`src/rtl/port_shifter.sv`:
```
// Frame engine that mirrors the core's port A/B registers into a 74HC595 chain
// and collects external pin levels from a 74HC165 chain into PAI/PBI.
module port_shifter #(
  parameter int unsigned DIV = 2
) (
  input  logic       phi2,
  input  logic       rst_n,
  input  logic       en,
  input  logic [7:0] PAO,
  input  logic [7:0] DDRA,
  input  logic [7:0] PBO,
  input  logic [7:0] DDRB,
  output logic [7:0] PAI,
  output logic [7:0] PBI,
  output logic       ser_out,
  output logic       sclk,
  output logic       rclk,
  output logic       ld_n,
  input  logic       ser_in,
  output logic       busy,
  output logic       frame_done
);

  if (DIV < 1 || DIV > 255) begin : g_div_chk
    $error("port_shifter: DIV out of range");
  end

  typedef enum logic [2:0] {IDLE, LOAD, SHIFT_LO, SHIFT_HI, LATCH} state_e;

  localparam logic [7:0] DIV_LAST = 8'(DIV - 1);

  state_e      state_q, state_d;
  logic [7:0]  div_cnt_q, div_cnt_d;
  logic [4:0]  bit_idx_q, bit_idx_d;
  logic [31:0] outsr_q, outsr_d;
  logic [15:0] insr_q, insr_d;
  logic [7:0]  pai_q, pai_d, pbi_q, pbi_d;
  logic        ser_out_q, ser_out_d;
  logic        sclk_q, sclk_d;
  logic        rclk_q, rclk_d;
  logic        ld_n_q, ld_n_d;
  logic        busy_q, busy_d;
  logic        fdone_q, fdone_d;
  logic        phase_end;

  always_comb begin
    state_d   = state_q;
    div_cnt_d = div_cnt_q;
    bit_idx_d = bit_idx_q;
    outsr_d   = outsr_q;
    insr_d    = insr_q;
    pai_d     = pai_q;
    pbi_d     = pbi_q;
    ser_out_d = ser_out_q;
    fdone_d   = 1'b0;
    phase_end = (div_cnt_q == DIV_LAST);

    // IDLE reacts on the very next edge; every other state lasts DIV cycles
    if (state_q != IDLE)
      div_cnt_d = phase_end ? 8'd0 : div_cnt_q + 8'd1;

    case (state_q)
      IDLE: begin
        if (en) begin
          state_d = LOAD;
          outsr_d = {DDRB, PBO, DDRA, PAO};
        end
      end
      LOAD: begin
        if (phase_end) begin
          state_d   = SHIFT_LO;
          bit_idx_d = 5'd0;
          ser_out_d = outsr_q[31];
        end
      end
      SHIFT_LO: begin
        if (phase_end) begin
          state_d = SHIFT_HI;
          // only the first 16 slots carry pin data; the rest of the 165 chain is don't-care
          if (!bit_idx_q[4])
            insr_d = {insr_q[14:0], ser_in};
        end
      end
      SHIFT_HI: begin
        if (phase_end) begin
          if (bit_idx_q == 5'd31) begin
            state_d = LATCH;
          end else begin
            state_d   = SHIFT_LO;
            bit_idx_d = bit_idx_q + 5'd1;
            ser_out_d = outsr_q[5'd31 - bit_idx_d];
          end
        end
      end
      LATCH: begin
        if (phase_end) begin
          pbi_d   = insr_q[15:8];
          pai_d   = insr_q[7:0];
          fdone_d = 1'b1;
          if (en) begin
            state_d = LOAD;
            outsr_d = {DDRB, PBO, DDRA, PAO};
          end else begin
            state_d = IDLE;
          end
        end
      end
      default: state_d = IDLE;
    endcase

    // strobes follow the next state so every pin is a flop output
    sclk_d = (state_d == SHIFT_HI);
    rclk_d = (state_d == LATCH);
    ld_n_d = (state_d != LOAD);
    busy_d = (state_d != IDLE);
  end

  always_ff @(posedge phi2 or negedge rst_n) begin
    if (!rst_n) begin
      state_q   <= IDLE;
      div_cnt_q <= '0;
      bit_idx_q <= '0;
      outsr_q   <= '0;
      insr_q    <= '0;
      pai_q     <= '0;
      pbi_q     <= '0;
      ser_out_q <= 1'b0;
      sclk_q    <= 1'b0;
      rclk_q    <= 1'b0;
      ld_n_q    <= 1'b1;
      busy_q    <= 1'b0;
      fdone_q   <= 1'b0;
    end else begin
      state_q   <= state_d;
      div_cnt_q <= div_cnt_d;
      bit_idx_q <= bit_idx_d;
      outsr_q   <= outsr_d;
      insr_q    <= insr_d;
      pai_q     <= pai_d;
      pbi_q     <= pbi_d;
      ser_out_q <= ser_out_d;
      sclk_q    <= sclk_d;
      rclk_q    <= rclk_d;
      ld_n_q    <= ld_n_d;
      busy_q    <= busy_d;
      fdone_q   <= fdone_d;
    end
  end

  assign PAI        = pai_q;
  assign PBI        = pbi_q;
  assign ser_out    = ser_out_q;
  assign sclk       = sclk_q;
  assign rclk       = rclk_q;
  assign ld_n       = ld_n_q;
  assign busy       = busy_q;
  assign frame_done = fdone_q;

endmodule

```
`config.mk`:
```
export PLATFORM = sky130hd
export DESIGN_NAME = port_shifter
export DESIGN_NICKNAME = d
export VERILOG_FILES = /design/src/rtl/port_shifter.sv
export SDC_FILE = /design/constraint.sdc
export NUM_CORES = 1
export LEC_CHECK = 0
export ABC_AREA = 1
export BUFFER_PORTS_ARGS = -buffer_cell sky130_fd_sc_hd__buf_2
export CAP_MARGIN = 20
export CELL_PAD_IN_SITES_DETAIL_PLACEMENT = 1
export CELL_PAD_IN_SITES_GLOBAL_PLACEMENT = 1
export CORE_MARGIN = 3
export CORE_UTILIZATION = 38
export DETAILED_ROUTE_END_ITERATION = 10
export HOLD_SLACK_MARGIN = 0.03
export PLACE_DENSITY_LB_ADDON = 0.1
export SETUP_SLACK_MARGIN = 0.05
export SYNTH_ARGS = -nofsm -noshare
export SYNTH_HDL_FRONTEND = slang
export SYNTH_SLANG_ARGS = --single-unit
```
`constraint.sdc`:
```
create_clock -name phi2 -period 1.5 [get_ports phi2]
set_input_delay 0.225 -clock phi2 [delete_from_list [all_inputs] [get_ports phi2]]
set_output_delay 0.225 -clock phi2 [all_outputs]
set_load 0.03 [all_outputs]
```
; Word level (Yosys, flattened, before mapping)
; Cells that the tools add are included.
[word_totals]
out_inout_bits = 22
ff_bits = 86
[op_classes]
mux = 24
n_lt_le_gt_ge = 1
n_reduce_logical = 9
n_eq_ne = 13
add_sub_neg = 3
n_bitwise = 1
[ops]
columns = operator, n
row1 = $mux W32, 2
row2 = $pmux W32 S2, 1
row3 = $mux W3, 6
row4 = $mux W5, 3
row5 = $pmux W3 S5, 1
row6 = $pmux W5 S2, 1
row7 = $eq A3 B2 Y1 const B, 3
row8 = $add A8 B1 Y8 const B, 1
row9 = $eq A8 B1 Y1 const B, 1
row10 = $mux W8, 1
row11 = $ne A2 B2 Y1 const B, 4
row12 = $mux W1, 7
row13 = $eq A3 B3 Y1 const B, 2
row14 = $lt A5 B6 Y1 const B, 1
row15 = $reduce_bool A3 Y1, 2
row16 = $add A5 B1 Y5 const B, 1
row17 = $bmux W1 S5, 1
row18 = $eq A5 B5 Y1 const B, 1
row19 = $sub A5 B5 Y5 const A, 1
row20 = $reduce_and A2 Y1, 2
row21 = $reduce_and A4 Y1, 1
row22 = $reduce_bool A2 Y1, 2
row23 = $eq A3 B1 Y1 const B, 1
row24 = $logic_not A3 Y1, 1
row25 = other kinds (4), 4

; Logic depth before layout (Yosys ltp)
; Gate-level depths: netlist of the first run.
[logic_depth]
ltp_word = 7
mapped_depth = 12
depth_no_buf = 12

; Worst setup path after synthesis of the first run
; Ideal clock, no wire load.
[synth_path]
path_type = reg-to-reg
from = register div_cnt_q[6]
to = register insr_q[2]
synth_period_minus_slack_ns = 1.704
stages_incl_launch_ff = 9
slack_ns = -0.204
arrival_ns = 1.586
cell_sequence = dfrtp_1 -> or2_1 -> nor3_4 -> nand2_1 -> or2_1 -> clkbuf_1 -> buf_2 -> nand2_1 -> o21ai_2
[synth_between]
elab_chain_len = 2
[synth_rtl]
columns = item, line
row1 = "start, declared", 33  ; logic [7:0] div_cnt_q, div_cnt_d;
row2 = "start signal, assigned", 135  ; div_cnt_q <= div_cnt_d;
row3 = $eq A8 B1 Y1, 56  ; phase_end = (div_cnt_q == DIV_LAST);
row4 = $reduce_and A3 Y1 (no source line), n/a
row5 = "end signal, assigned", 138  ; insr_q <= insr_d;
row6 = "end, declared", 36  ; logic [15:0] insr_q, insr_d;
; No other way between the ends.
; A chain may end at the register's enable or synchronous reset.

; Worst setup path in the final report of the first run
[layout_path]
from = register div_cnt_q[7]
to = register outsr_q[23]
[layout_between]
elab_chain_len = 3
[layout_rtl]
columns = item, line
row1 = $eq A8 B1 Y1, 56
row2 = $ne A2 B2 Y1 (no source line), n/a
row3 = $reduce_and A2 Y1 (no source line), n/a
row4 = "end signal, assigned", 137  ; outsr_q <= outsr_d;
row5 = "end, declared", 35  ; logic [31:0] outsr_q, outsr_d;
; No other way between the ends.

==> reports/metrics.cfg, run 1 <==
[synthesis]
synthArstFlopShare_pct=100.0
synthCells=446
syn_area_per_cell_um2=8.556
synth_area_um2=3816
synth_seq_area_share_pct=56.43
synth_ff_type=dfrtp_1
ys_ff_latch=86
synthDistinctLibCells=29
yosysWarnings=0
syn_nets=486
synth-edff-count=0

[clocking]
cts_tree=built
cts_buffers=9
clk_pin_slew_ns=0.10
clk_latency_ns=0.37
htreeDepth=3
root_buffer=clkbuf_8
cts.path.max_buffers=2
clock_sinks=86

[floorplan]
num_rows=35
initial_core_util_pct=40.16
die_y_um=106.2
coreArea_um2=9503
die-area_um2=11280
ios=58
die_w_um=106.2

[finish]
fin_area_um2=5888
num-nets-final=608
seqCellArea_um2=2153
final_common_cell=dfrtp_1
fill_cells=1062
insertedDiodeCount=0
syn_to_final_growth_pct=54.30
drive_above_1_share_pct=47.99
final_cell_mix=dfrtp_1 (85), nand2_1 (72), inv_1 (62), buf_2 (56), buf_4 (37)
multiInputGateArea_um2=1893

[setup_path]
reg2regPathDepth=8
crit_slowest_cell=dfrtp_1
path_max_fanout=5
crit_start=div_cnt_q[7]
reg2reg_slack_ns=-0.41
r2r_start=div_cnt_q[7]
crit_chain=or2_1, nor3_4, nand2_2, a21boi_4, clkbuf_16, buf_12, nand2_2, o21ai_1
crit_path_frequent_cell=nand2_2
cp-end-kind=register
worstReg2RegEnd=outsr_q[23]
cp.arrival_ns=2.20
slowest_delay_ns=0.40
required_ns=1.79
cp-start-kind=register
critical_path_class=reg -> reg

[status]
violations=setup timing
status=complete, but fails checks

[grt]
grt_max_degree=87
grt_pass1_wl_um=16680
grt_overflow=0
antenna_found_initial=0
grtUsageTotal_pct=18.55
grt_pass1_vias=3467

[power]
p_clk_share_pct=19.5
p_leak_nw=2.909
pwr-share-seq_pct=36.2
power.share.switching_pct=39.20
vdd_drop_max_v=0.0007228
p_int_mw=5.472
fin_total_pwr_mw=9.000
p_switching_mw=3.528
power_density_nw_per_um2=1528
power_frac_comb_pct=44.3

[drt]
dr_wl_met2_um=7010
drt_iter0_markers=106
dr.max_layer_used=met4
ant_nets=0
met3_length_um=363
num_vias=3464
wl_um=12620
wl_per_cell_um=17.98
avgViaCountPerCell=4.934
drc_errors=0
wl_met1_um=4979
drt_pre_antenna_iters=4

[timing]
slew_violations=0
fin_crit_sh_pct=127.4
timing.fmax_ghz=0.5234
fin_worst_skew_ns=0.01240
tightest_slew_ns=0.6185
setup_slack_ns=-0.4104
setup_violations=80
rsz0062_at_grt=yes
slew-limit-headroom_pct=58.45
final-hold-violation-count=0
post-route-min-period_ns=1.910

[place]
gp_congestion=0.7425
port_buffers=57
place_area_um2=4518
hpwl_um=6221

[job]
max_cap_viol_count=0

[min_path]
holdPathStages=3
min_to=outsr_q[29]
hp-class=in -> reg
hp-start=DDRB[5]

[per-stage QoR]
step           hold slack [ns]  TNS [ns]  setup WS, ns  utilization [%]  cells
2_1_floorplan         -0.07059    -8.101       -0.1816                -    446
3_3_place_gp            0.3043    -8.941       -0.1967            47.54    654
3_5_place_dp            0.3065    -13.27       -0.2509            47.54    654
4_1_cts                0.05414    -13.03       -0.2604            54.09    682
5_1_grt                0.06244    -29.60       -0.4822            61.96    702
6_report               0.05893    -23.07       -0.4104            61.96    702
[what timing repair did]
| item | in CTS | in global routing |
|---|---|---|
| setup endpoints to repair | 84 | 84 |
| resized for setup | 91 | 124 |
| hold buffers | 1 | 0 |
| endpoints found under the hold margin | 85 | 0 |
| gates cloned | 3 | 13 |
| setup buffers | 10 | 11 |
| pin swaps | 12 | 24 |
[critical path, delay by kind of cell, from the launching register on]
kind | cells | cell delay [ns]
AOI/OAI and AO/OA | 2 | 0.42
buffers and inverters | 2 | 0.33
DFF | 1 | 0.40
and+or+nand+nor | 4 | 0.68
[cells in the mapped netlist, types with 2 or more instances]
master | number | area share, %
a21oi_1 | 5 | 0.66
dfrtp_1 | 85 | 56
nand2_1 | 128 | 13
buf_2 | 4 | 0.52
clkbuf_1 | 8 | 0.79
nor2_1 | 16 | 1.6
xor2_1 | 6 | 1.4
o22ai_1 | 3 | 0.49
or2_1 | 2 | 0.33
nand3_1 | 30 | 3.9
o21ai_2 | 6 | 1.4
inv_1 | 71 | 7.0
o21ai_0 | 49 | 6.4
ha_1 | 4 | 1.3
nor3_1 | 4 | 0.52
buf_4 | 4 | 0.79
o21ai_1 | 9 | 1.2
[routing by layer]
layer  track usage, %  vias up
met1            22.74     1742
met3            3.218       20
met4            6.568        0
met5                0        -
li1                 -     1631
met2            32.76       71
[cells by family after synthesis]
logic type	Yosys count	synth area share, %
AOI/OAI and AO/OA	76	11.21
xor gates and xnor gates	7	1.607
adders and majority gates	4	1.312
buffers and inverters	88	9.377
DFF	86	56.43
and+or+nand+nor	185	20.07
[flip-flops by register name, summed over array words and instances (netlist names), 3 cells and up]
register / flops
div_cnt_q: 8
state_q: 3
PAI: 8
outsr_q: 32
bit_idx_q: 5
PBI: 8
insr_q: 16
[power by group through the flow]
| stage | registers [mW] | clock network [mW] | logic (mW) |
|---|---|---|---|
| 2_1_floorplan | 3.30 | 0 | 1.64 |
| 3_3_place_gp | 3.21 | 0 | 2.59 |
| 3_5_place_dp | 3.24 | 0 | 2.69 |
| 4_1_cts | 3.22 | 1.76 | 3.22 |
| 5_1_grt | 3.32 | 1.87 | 4.37 |
| 6_report | 3.26 | 1.76 | 3.99 |
[how the worst max path moves through the flow]
stage	to	slack (ns)	depth (start not counted)
2_1_floorplan	insr_q[2]	-0.18	8
3_3_place_gp	outsr_q[30]	-0.20	7
3_5_place_dp	outsr_q[24]	-0.25	8
4_1_cts	outsr_q[27]	-0.26	8
5_1_grt	outsr_q[24]	-0.48	9
6_report	outsr_q[23]	-0.41	8
[cell type report]
class | count | share of cell area, %
Clock buffer | 9 | 2.104
Clock inverter | 7 | 1.381
Inverter | 71 | 4.696
Timing Repair Buffer | 128 | 20.36
Tap cell | 129 | 2.741
Multi-Input combinational cell | 272 | 32.15
Sequential cell | 86 | 36.57
Note: power is estimated with default switching activity, not from simulation.
==> inputs of run 2 (changes only) <==
--- a/config.mk
+++ b/config.mk
@@ -8,7 +8,7 @@
 export ABC_AREA = 1
 export BUFFER_PORTS_ARGS = -buffer_cell sky130_fd_sc_hd__buf_2
 export CAP_MARGIN = 20
-export CELL_PAD_IN_SITES_DETAIL_PLACEMENT = 1
+export CELL_PAD_IN_SITES_DETAIL_PLACEMENT = 0
 export CELL_PAD_IN_SITES_GLOBAL_PLACEMENT = 1
 export CORE_MARGIN = 3
 export CORE_UTILIZATION = 38
==> reports/metrics.cfg, run 2 (synthesis gave the netlist of run 1 again) <==
[finish]
fin_area_um2=5484  ; -6.9%
drive_above_1_share_pct=38.48  ; -9.5 points
syn_to_final_growth_pct=43.70
final_cell_mix=nand2_1 (92), dfrtp_1 (85), inv_1 (64), buf_2 (56), buf_4 (39)
seqCellArea_um2=2153  ; unchanged
num-nets-final=599  ; -1.5%
regMostFlops=outsr_q
largest_register_ffs=32  ; unchanged
final_common_cell=nand2_1
fill_cells=901  ; -15%
multiInputGateArea_um2=1638  ; -13%
reg_top3=outsr_q: 32 flops, insr_q: 16 flops
insertedDiodeCount=0  ; unchanged

[setup_path]
critical_path_class=reg -> reg
cp.arrival_ns=1.93  ; -0.27 ns
cp-end-kind=register
cp-start-kind=register
required_ns=1.73  ; -0.06 ns
path_max_fanout=11  ; +6

[status]
violations=setup timing
status=complete, but fails checks

[timing]
fin_worst_skew_ns=0.01197  ; -0.0004338 ns
rsz0062_at_grt=yes
fin_crit_sh_pct=113.0  ; -14 points
setup_violations=61  ; -24%
setup_slack_ns=-0.1952  ; +0.2153 ns
whs_ns=0.07625  ; +0.01732 ns
tightest_slew_ns=0.4596  ; -0.1589 ns
post-route-min-period_ns=1.695  ; -0.2153 ns
final-hold-violation-count=0  ; unchanged
timing.fmax_ghz=0.5899  ; +13%
slew-limit-headroom_pct=69.36  ; +11 points
slew_violations=0  ; unchanged

[place]
dp_slack_ns=-0.2568  ; -0.005867 ns
hpwl_um=5454  ; -12%
port_buffers=57  ; unchanged
gp_congestion=0.7425  ; unchanged
place_area_um2=4518  ; unchanged

[clocking]
clock_sinks=86  ; unchanged
clk_pin_slew_ns=0.09  ; about the same
cts_tree=built
clk_latency_ns=0.35  ; -0.02 ns
cts_buffers=9  ; unchanged
root_buffer=clkbuf_8
cts.path.max_buffers=2  ; unchanged
htreeDepth=3  ; unchanged

[drt]
wl_per_cell_um=12.76  ; -29%
ant_nets=0  ; unchanged
met3_length_um=288  ; -21%
wl_met1_um=4032  ; -19%
dr_wl_met2_um=4444  ; -37%
num_vias=3201  ; -7.6%
avgViaCountPerCell=4.619  ; -6.4%
drt_pre_antenna_iters=5  ; +1
drc_errors=0  ; unchanged
wl_um=8846  ; -30%
dr.max_layer_used=met4
drt_iter0_markers=109  ; +2.8%

[grt]
grt_pass1_wl_um=14350  ; -14%
grt_overflow=0  ; unchanged
grt_pass1_vias=3098  ; -11%
antenna_found_initial=0  ; unchanged
grtUsageTotal_pct=15.72  ; -2.8 points
grt_max_degree=87  ; unchanged

[job]
max_cap_viol_count=0  ; unchanged

[power]
vdd_drop_max_v=0.0006555  ; -9.3%
power_density_nw_per_um2=1599  ; +4.6%
fin_total_pwr_mw=8.771  ; -2.5%
p_leak_nw=2.703  ; -7.1%

[floorplan]
die_y_um=106.2  ; unchanged
ios=58  ; unchanged
num_rows=35  ; unchanged
die_w_um=106.2  ; unchanged
coreArea_um2=9503  ; unchanged
die-area_um2=11280  ; unchanged
initial_core_util_pct=40.16  ; unchanged

[min_path]
hp-class=in -> reg

[run 2: changes by cell type in the layout (fill, tap and decap cells not counted), sizes merged]
cell	change
clkbuf	-5
buf	-4
clkinv	-4
bufinv	+2
inv	+2
[run 2: final timing paths]
kind	endpoint	slack, ns	cells after the start	startpoint
min in group asynchronous	div_cnt_q[0]	0.45	3	rst_n
min	outsr_q[5]	0.08	3	PAO[5]
max	outsr_q[24]	-0.20	7	div_cnt_q[7]
min reg2reg	PBI[7]	0.48	2	PBI[7]
max in group asynchronous	bit_idx_q[3]	0.68	3	rst_n
max reg2reg	outsr_q[24]	-0.20	7	div_cnt_q[7]
[run 2: metrics by stage]
| step | TNS, ns | std cells | util, % |
|---|---|---|---|
| 3_5_place_dp | -12.43 | 654 | 47.54 |
| 5_1_grt | -15.39 | 693 | 57.71 |
| 6_report | -9.332 | 693 | 57.71 |
| 3_3_place_gp | -8.941 | 654 | 47.54 |
| 4_1_cts | -7.931 | 681 | 53.43 |
| 2_1_floorplan | -8.101 | 446 | - |
[run 2: worst max-delay path: stages, from the launching register on]
cell and delay (ns):
dfrtp_1 0.38, or2_1 0.26, nor3_4 0.23, nand2_2 0.11
a21boi_4 0.16, buf_12 0.18, clkbuf_16 0.17, o21ai_0 0.07
[run 2: repair_timing]
item	CTS	global route
buffers inserted	8	7
gates cloned	3	6
pin swaps	9	14
hold endpoints to repair	85	0
hold buffers	1	0
setup endpoints to repair	78	85
gates resized for setup	49	78
[run 2: per-layer routing]
metal	vias up	track usage, %
met5	-	0
met4	0	4.255
met3	8	4.068
met2	47	25.66
met1	1524	20.81
li1	1622	-
[run 2: layout make-up]
class | count | area share [%]
timing repair buffer | 119 | 18.37
sequential | 86 | 39.27
inverter | 71 | 5.019
clock buffer | 9 | 2.259
tap | 129 | 2.943
clock inverter | 7 | 2.282
multi-input combinational | 272 | 29.87
[run 2: power breakdown]
| part | switching (mW) | leakage (nW) | total (mW) | internal (mW) |
|---|---|---|---|---|
| Sequential | 0.258 | 1.11 | 3.22 | 2.96 |
| Clock | 0.905 | 0.125 | 2.04 | 1.13 |
| Combinational | 1.92 | 1.46 | 3.51 | 1.59 |
| Total | 3.08 | 2.70 | 8.77 | 5.69 |
==> inputs of run 3 (changes only) <==
--- a/config.mk
+++ b/config.mk
@@ -5,13 +5,12 @@
 export SDC_FILE = /design/constraint.sdc
 export NUM_CORES = 1
 export LEC_CHECK = 0
-export ABC_AREA = 1
 export BUFFER_PORTS_ARGS = -buffer_cell sky130_fd_sc_hd__buf_2
 export CAP_MARGIN = 20
 export CELL_PAD_IN_SITES_DETAIL_PLACEMENT = 0
 export CELL_PAD_IN_SITES_GLOBAL_PLACEMENT = 1
 export CORE_MARGIN = 3
-export CORE_UTILIZATION = 38
+export CORE_UTILIZATION = 42
 export DETAILED_ROUTE_END_ITERATION = 10
 export HOLD_SLACK_MARGIN = 0.03
 export PLACE_DENSITY_LB_ADDON = 0.1
==> reports/metrics.cfg, run 3 <==
[synthesis]
synth-xor-area-share_pct=2.026  ; +0.42 points
synth_top_area_cell=dfrtp_1
synthArstFlopShare_pct=100.0  ; unchanged
yosysWarnings=0  ; unchanged
yosysMostFrequentCell=dfrtp_1
synthAdderAreaFrac_pct=1.307  ; -0.0043 points
syn_nets=318  ; -35%
ys_ff_latch=86  ; unchanged
synth-simple-area-share_pct=9.281  ; -11 points
synth_top_family_by_area=multiplexers
netlist_top_cells_area=dfrtp_1 (56%), mux2_2 (16%), mux2_4 (3.9%)
synth_compound_gate_area_share_pct=3.072  ; -8.1 points
synthDistinctLibCells=43  ; +48%
synth.mux.area_fraction_pct=25.72  ; +26 points
synth_common_cells=dfrtp_1 (85), mux2_2 (55), nand2_1 (22)
synth-edff-count=0  ; unchanged
synth_top_area_share_pct=55.56  ; -0.18 points
synthCells=278  ; -38%
syn_area_per_cell_um2=13.77  ; +61%
synth_seq_area_share_pct=56.24  ; -0.18 points
synth_area_um2=3829  ; +0.33%
synth_ff_type=dfrtp_1

[setup_path]
cp-start-kind=register
reg2regPathDepth=6  ; -1
path_max_fanout=8  ; -3
cp-end-kind=register
cp.arrival_ns=2.18  ; +0.25 ns
worstReg2RegEnd=insr_q[15]
crit_start=div_cnt_q[1]
r2r_start=div_cnt_q[1]
critical_path_class=reg -> reg
reg2reg_slack_ns=-0.44  ; -0.24 ns
required_ns=1.75  ; +0.02 ns

[drt]
num_vias=2541  ; -21%
ant_nets=0  ; unchanged
drt_pre_antenna_iters=4  ; -1
drt_iter0_markers=74  ; -32%
drc_errors=0  ; unchanged
avgViaCountPerCell=5.012  ; +8.5%
wl_per_cell_um=15.93  ; +25%
wl_um=8075  ; -8.7%

[finish]
syn_to_final_growth_pct=37.03
insertedDiodeCount=0  ; unchanged
drive_above_1_share_pct=62.66  ; +24 points
final_common_cell=dfrtp_1
regMostFlops=outsr_q
num-nets-final=434  ; -28%
final_core_util_pct=59.58  ; +1.9 points
final_cell_mix=dfrtp_1 (84), buf_2 (56), mux2_2 (54), buf_4 (37), buf_6 (16)
reg_top3=outsr_q: 32 flops, insr_q: 16 flops
largest_register_ffs=32  ; unchanged

[floorplan]
die-area_um2=10300  ; -8.7%
coreArea_um2=8806  ; -7.3%
die_w_um=101.5  ; -4.5%
initial_core_util_pct=43.48  ; +3.3 points
die_y_um=101.5  ; -4.5%
ios=58  ; unchanged
num_rows=34  ; -2.9%

[place]
hpwl_um=5178  ; -5.1%
port_buffers=57  ; unchanged
gp_congestion=0.7712  ; +3.9%

[grt]
grtUsageTotal_pct=15.90  ; +0.17 points
grt_overflow=0  ; unchanged
antenna_found_initial=0  ; unchanged
grt_pass1_wl_um=12500  ; -13%
grt_pass1_vias=2530  ; -18%
grt_max_degree=43  ; -51%

[power]
p_switching_mw=2.825  ; -8.3%
pwr-share-seq_pct=39.6  ; +2.9 points
p_int_mw=5.680  ; -0.16%
power_density_nw_per_um2=1621  ; +1.4%
vdd_drop_max_v=0.0007998  ; +22%
power_frac_comb_pct=41.9  ; +1.9 points
power.share.switching_pct=33.22  ; -1.9 points
p_leak_nw=2.583  ; -4.4%
p_clk_share_pct=18.5  ; -4.7 points

[min_path]
hp-start=PBO[7]
min_to=outsr_q[23]
holdPathStages=2  ; -1
hp-class=in -> reg

[timing]
setup_tns_ns=-25.26  ; -15.93 ns
setup_slack_ns=-0.4362  ; -0.2410 ns
setup_violations=80  ; +31%
timing.fmax_ghz=0.5165  ; -12%
rsz0062_at_grt=yes
whs_ns=0.09167  ; +0.01542 ns
slew_violations=0  ; unchanged
fin_crit_sh_pct=129.1  ; +16 points
slew-limit-headroom_pct=77.57  ; +8.2 points
post-route-min-period_ns=1.936  ; +0.2410 ns
tightest_slew_ns=0.3340  ; -0.1256 ns
fin_worst_skew_ns=0.01236  ; +0.0003865 ns
final-hold-violation-count=0  ; unchanged

[job]
max_cap_viol_count=0  ; unchanged

[clocking]
clk_latency_ns=0.36  ; about the same
clock_sinks=86  ; unchanged
htreeDepth=3  ; unchanged
cts_tree=built
cts.path.max_buffers=2  ; unchanged
clk_pin_slew_ns=0.09  ; about the same
root_buffer=clkbuf_8
cts_buffers=9  ; unchanged

[status]
status=complete, but fails checks
violations=setup timing

## run 3: how the worst max path moves through the flow
stage               slack, ns         end
floorplan               -0.59  insr_q[10]
global placement        -0.50   insr_q[6]
detailed placement      -0.51   insr_q[6]
CTS                     -0.44  insr_q[13]
global route            -0.51  insr_q[14]
finish                  -0.44  insr_q[15]
## run 3: critical path, cell delays in order, from the launching register on
cell and delay [ns]:
dfrtp_1 0.39, inv_2 0.08, ha_4 0.12, nor4b_4 0.22, nand2_2 0.15, or4_4 0.55
mux2_4 0.33
## run 3: repair_timing
action	4_1_cts	5_1_grt
endpoints found under the hold margin	43	0
gates resized for setup	22	43
hold buffers	1	0
pin swaps	9	14
buffers inserted	4	11
gates cloned	1	3
endpoints found under the setup margin	84	86
## run 3: layout make-up
type	instances	area (um^2)
repair buffers	117	893.4
flip-flops and latches	86	2155
inverters	4	15.01
clock inverters	6	55.05
multi-input cells	176	1856
well taps	108	135.1
clock buffers	10	137.6
fillers	736	3560
## run 3: cell families (layout without fill, tap and decap cells)
logic type | count (synthesis) | count (layout)
AO/OA/AOI/OAI | 18 | 18
XOR/XNOR | 8 | 8
adder cells (fa/ha/maj) | 4 | 4
buffers and inverters | 17 | 137
flip-flops | 86 | 86
multiplexers | 79 | 79
AND/OR/NAND/NOR | 66 | 67
## run 3: power by group through the flow
| stage | combinational (mW) | clock, mW | sequential, mW |
|---|---|---|---|
| finish | 3.57 | 1.57 | 3.37 |
| global route | 3.91 | 1.73 | 3.45 |
| floorplan | 2.00 | 0 | 3.41 |
| CTS | 3.22 | 1.63 | 3.37 |
| detailed placement | 3.04 | 0 | 3.41 |
| global placement | 3.00 | 0 | 3.38 |
## run 3: metal layers
metal | routed length [um] | GRT usage [%] | part of all wire, % | up-vias
li1 | - | - | - | 1223
met1 | 3628 | 21.52 | 45 | 1257
met2 | 3996 | 24.30 | 49 | 51
met3 | 309 | 3.857 | 3.8 | 10
met4 | 142 | 7.157 | 1.8 | 0
met5 | 0 | 0 | 0 | -
## run 3: stage by stage
step           worst slack (ns)  power (mW)  cell area [um^2]  instances
2_1_floorplan           -0.5899       5.407              3941        278
3_3_place_gp            -0.4957       6.382              4617        471
3_5_place_dp            -0.5096       6.446              4617        471
4_1_cts                 -0.4355       8.218              4933        493
5_1_grt                 -0.5081       9.090              5246        507
6_report                -0.4362       8.506              5246        507
